## src/rtl/booth_mult_unit.sv

```systemverilog
// booth_mult_unit
//   Sequential radix-2 Booth multiplier for 32-bit two's-complement operands.
//   Each clock in RUN performs one Booth step. A full operation takes
//   32 RUN edges, then one DONE cycle, then the unit returns to IDLE.
//
// Ports
//   clock        in   rising-edge clock for all state
//   reset_n      in   asynchronous active-low reset
//   data_A       in   [31:0] multiplicand, sampled on the accepting edge
//   data_B       in   [31:0] multiplier, sampled on the accepting edge
//   ctrl_MULT    in   start request, honoured only in IDLE
//   result       out  [31:0] low 32 bits of the signed 64-bit product
//   overflow     out  product does not fit in 32 signed bits
//   result_ready out  one-cycle pulse while in DONE
//   busy         out  high in RUN and DONE
module booth_mult_unit (
  input  logic        clock,
  input  logic        reset_n,
  input  logic [31:0] data_A,
  input  logic [31:0] data_B,
  input  logic        ctrl_MULT,
  output logic [31:0] result,
  output logic        overflow,
  output logic        result_ready,
  output logic        busy
);

  localparam int unsigned W  = 32;        // operand width
  localparam int unsigned AW = W + 1;     // upper accumulator width
  localparam int unsigned PW = 2 * W + 2; // product register: {upper, multiplier, booth bit}
  localparam int unsigned CW = 6;         // step counter width (0..32)

  localparam logic [1:0] ST_IDLE = 2'd0;
  localparam logic [1:0] ST_RUN  = 2'd1;
  localparam logic [1:0] ST_DONE = 2'd2;

  logic [1:0]    state_q,  state_d;
  logic [CW-1:0] cnt_q,    cnt_d;
  logic [PW-1:0] p_q,      p_d;
  logic [W-1:0]  m_q,      m_d;
  logic [W-1:0]  result_q, result_d;
  logic          ovf_q,    ovf_d;
  logic          ready_q,  ready_d;
  logic          busy_q,   busy_d;

  // Booth step datapath
  logic [AW-1:0]  upper;
  logic [AW-1:0]  m_ext;
  logic [AW-1:0]  addend;
  logic [AW-1:0]  sum;
  logic [AW-1:0]  upper_n;
  logic           add_en;
  logic           sub_en;
  logic [PW-1:0]  p_step;
  logic [2*W-1:0] product;

  // One Booth step: optional add/subtract of sign-extended M into the
  // 33-bit upper half, then arithmetic shift of the whole register.
  // The extra accumulator bit keeps M = 0x80000000 exact.
  always_comb begin
    upper   = p_q[PW-1:W+1];
    m_ext   = {m_q[W-1], m_q};
    add_en  = p_q[1] ^ p_q[0];
    sub_en  = p_q[1] & ~p_q[0];
    // Subtract is implemented as add of the inverted operand with carry-in.
    addend  = sub_en ? ~m_ext : m_ext;
    sum     = upper + addend + AW'(sub_en);
    upper_n = add_en ? sum : upper;
    p_step  = {upper_n[AW-1], upper_n, p_q[W:1]};
    // After the final shift, bits [64:1] hold the signed 64-bit product.
    product = p_step[2*W:1];
  end

  // State register and all registered outputs
  always_ff @(posedge clock or negedge reset_n) begin
    if (!reset_n) begin
      state_q  <= ST_IDLE;
      cnt_q    <= '0;
      p_q      <= '0;
      m_q      <= '0;
      result_q <= '0;
      ovf_q    <= 1'b0;
      ready_q  <= 1'b0;
      busy_q   <= 1'b0;
    end else begin
      state_q  <= state_d;
      cnt_q    <= cnt_d;
      p_q      <= p_d;
      m_q      <= m_d;
      result_q <= result_d;
      ovf_q    <= ovf_d;
      ready_q  <= ready_d;
      busy_q   <= busy_d;
    end
  end

  // Next-state and next-output logic
  always_comb begin
    state_d  = state_q;
    cnt_d    = cnt_q;
    p_d      = p_q;
    m_d      = m_q;
    result_d = result_q;
    ovf_d    = ovf_q;
    ready_d  = 1'b0;
    busy_d   = busy_q;

    case (state_q)
      ST_IDLE: begin
        busy_d = 1'b0;
        if (ctrl_MULT) begin
          state_d = ST_RUN;
          m_d     = data_A;
          p_d     = {{AW{1'b0}}, data_B, 1'b0};
          cnt_d   = '0;
          busy_d  = 1'b1;
        end
      end

      ST_RUN: begin
        p_d   = p_step;
        cnt_d = cnt_q + CW'(1);
        // This edge performs step 32: publish the result and enter DONE.
        if (cnt_q == CW'(W - 1)) begin
          state_d  = ST_DONE;
          result_d = product[W-1:0];
          ovf_d    = (product[2*W-1:W] != {W{product[W-1]}});
          ready_d  = 1'b1;
        end
      end

      ST_DONE: begin
        // Start requests here are dropped; the next start is taken in IDLE.
        state_d = ST_IDLE;
        busy_d  = 1'b0;
      end

      default: begin
        state_d = ST_IDLE;
        busy_d  = 1'b0;
      end
    endcase
  end

  assign result       = result_q;
  assign overflow     = ovf_q;
  assign result_ready = ready_q;
  assign busy         = busy_q;

endmodule

```

## config.mk

```make
export PLATFORM = sky130hd
export DESIGN_NAME = booth_mult_unit
export DESIGN_NICKNAME = d
export VERILOG_FILES = /design/src/rtl/booth_mult_unit.sv
export SDC_FILE = /design/constraint.sdc
export NUM_CORES = 1
export LEC_CHECK = 0
export ABC_AREA = 1
export BUFFER_PORTS_ARGS = -buffer_cell sky130_fd_sc_hd__buf_4
export CAP_MARGIN = 20
export CORE_MARGIN = 5
export CORE_UTILIZATION = 60
export DETAILED_ROUTE_END_ITERATION = 8
export PLACE_DENSITY = 0.82
export SYNTH_ARGS = -nofsm -noshare
export SYNTH_HDL_FRONTEND = slang
export SYNTH_SLANG_ARGS = --single-unit
```

## constraint.sdc

```tcl
create_clock -name clock -period 3.5 [get_ports clock]
set_clock_uncertainty 0.15 [all_clocks]
set_input_delay 0.35 -clock clock [delete_from_list [all_inputs] [get_ports clock]]
set_output_delay 0.35 -clock clock [all_outputs]
set_load 0.1 [all_outputs]
```

==> impl_metrics.ini <==
[run_status]
status = completed

[drt]
dr_wl_met2_um = 12600
ant_nets = 0
routed_via_density = 5.55
routed_wl_um = 27300
drcViolationCount = 0
num_vias = 9282
firstDrtPassIters = 6
route.met3.wl_um = 2340
routedWlPerCell_um = 16.3
highest-signal-layer = met4
wl_met1_um = 11600
drt_iter0_markers = 1023

[synthesis]
yosys_warnings = 0
synth_nets = 1454
netlist_area_mm2 = 0.00910
synth_cell_types = 36
ys.flop_type = dfrtp_1
ys_seq_area_share_pct = 38.5
synth.avg_cell_area_um2 = 6.73
async_flop_share_pct = 100
synth_seq_cells = 140
synth_cells = 1352
synth_edf_count = 0

[final_layout]
fin_area_mm2 = 0.0112
nets = 1575
drive_gt1_share_pct = 15.5
fill_cells = 1131
antenna_cells = 0
mostFrequentLayoutCells = nand2_1 (486), inv_1 (202), dfrtp_1 (140)
finalCoreUtilization_pct = 74.5
syn2layout_area_growth_pct = 23.1
layout_commonest_cell = nand2_1

[die]
dieWidth_um = 133
initial_core_util_pct = 60.5
core_mm2 = 0.0150
die_area_mm2 = 0.0177
die-height_um = 133
io_pins = 102
rows = 45

[critical_path]
crit_chain = ha_4 -> buf_8 -> xor2_2 -> ha_1 -> nand2_1 -> nand2_1 -> nand2_1 -> nand2_1 -> inv_1 -> nand2_1 -> nand2_1 -> nand2_1 -> nand2_2 -> buf_4 -> nand3_1 -> nand3_1 -> nand3_1 -> nand2_1 -> nor2_1 -> nand2_1 -> nor2_1 -> nand3_1 -> nand2_1 -> inv_1
crit_top_cell = nand2_1
start_kind = flop
path_max_fanout = 6
slowest_stage = dfrtp_1
max_stage_delay_ns = 0.41
endpoint_kind = flop
cp_data_required_time_ns = 3.65
arrival_ns = 3.46
worstSetupStartpoint = p_q[1]
crit_type = reg -> reg
r2r-start = p_q[1]

[timing]
slew_violations = 0
max_freq_mhz = 302
min_period_over_period_pct = 94.6
final_hold_viol_count = 0
hold_slack_ns = 0.0107
maxSlewHeadroom_pct = 49.4
min_period_ns = 3.31
setup_viol = 0
tightest_slew_ns = 0.758

[clock_network]
cts_num_sinks = 140
cts_tree = done
cts_buffers = 17
clock_tree.buffer_depth = 2
clockRootBuffer = clkbuf_16
htree_levels = 4
clk_latency_ns = 0.41
cts.clk_slew.worst_paths_ns = 0.06

[grt]
grt_pass1_wl_um = 44200
grt_pass1_vias = 8965
grt_start_max_net_pins = 84
groute.usage.overall_pct = 30.8
antenna_found_initial = 0
grt_overflow_total = 0

[hold_path]
worstHoldPathType = in -> reg
min_from = data_B[25]

[placement]
dpl-instance-area_mm2 = 0.0101
hpwl_um = 18700
routabilityCongestion = 0.981
portBuffers = 101

[flow_run]
cap_viol_max_count = 0
logic make-up (layout without fill, tap and decap cells):
kind of cell / count (synthesis) / in the layout / synth area share [%]
AO/OA/AOI/OAI: 185 / 185 / 11.0
XOR/XNOR: 32 / 32 / 3.08
adder cells (fa/ha/maj): 35 / 35 / 4.90
buffers and inverters: 257 / 390 / 10.7
flip-flops: 140 / 140 / 38.5
AND/OR/NAND/NOR: 703 / 703 / 31.7
synth_stat cells, drive strengths merged, types with 21 or more instances:
cell / instances / share of area, %
nand2: 508 / 21
inv: 212 / 8.7
dfrtp: 140 / 39
nand3: 107 / 6.0
o21ai: 104 / 5.7
nor2: 64 / 2.9
a21oi: 42 / 2.4
clkbuf: 36 / 1.5
ha: 34 / 4.7
xor2: 31 / 3.0
o22ai: 21 / 1.4
metal layers:
layer,global-route usage (%),up-vias
met5,0,-
met2,49.1,443
met3,6.68,53
met4,11.0,0
li1,-,4484
met1,41.8,4302
worst max-delay path: cells and delay by family, from the launching register on:
kind	cells	cell delay, ns
buffers and inverters	4	0.39
flip-flops	1	0.41
adder cells (fa/ha/maj)	2	0.61
AND/OR/NAND/NOR	17	1.45
XOR/XNOR	1	0.18
area by class of cell:
| cell class | count | area, um2 | area share [%] |
|---|---|---|---|
| Clock inverter | 14 | 160 | 1.43 |
| Multi-Input combinational cell | 955 | 4820 | 43.0 |
| Tap cell | 188 | 235 | 2.10 |
| Clock buffer | 17 | 425 | 3.80 |
| Timing Repair Buffer | 147 | 1260 | 11.2 |
| Inverter | 212 | 796 | 7.11 |
| Sequential cell | 140 | 3500 | 31.3 |
state kept, by name, summed over array words and instances (netlist names):
| signal | cells |
|---|---|
| busy | 1 |
| overflow | 1 |
| result | 32 |
| p_q | 65 |
| result_ready | 1 |
| state_q | 2 |
| cnt_q | 6 |
| m_q | 32 |
worst paths after layout:
path	end	slack, ns	cells after the start
worst max-delay path	overflow	0.19	24
worst min-delay path	p_q[26]	0.01	3
worst max register to register	overflow	0.19	24
worst min register to register	result[6]	0.34	2
max in group asynchronous	p_q[58]	1.99	3
min in group asynchronous	result[27]	0.40	2
per-stage QoR:
step,std cells,setup slack [ns],setup TNS [ns]
detailed placement,1609,0.129,0
floorplan,1352,0.383,0
global placement,1609,0.161,0
CTS,1668,0.0954,0
global route,1673,-0.0630,-0.0630
finish,1673,0.190,0
timing repair:
item	4_1_cts	5_1_grt
endpoints found under the hold margin	109	0
gates resized for setup	0	51
setup endpoints to repair	0	1
hold buffers	28	0
buffers inserted	0	4
Power is not shown: default switching activity piles up to over one toggle a cycle in this logic, so the estimate is an artifact.
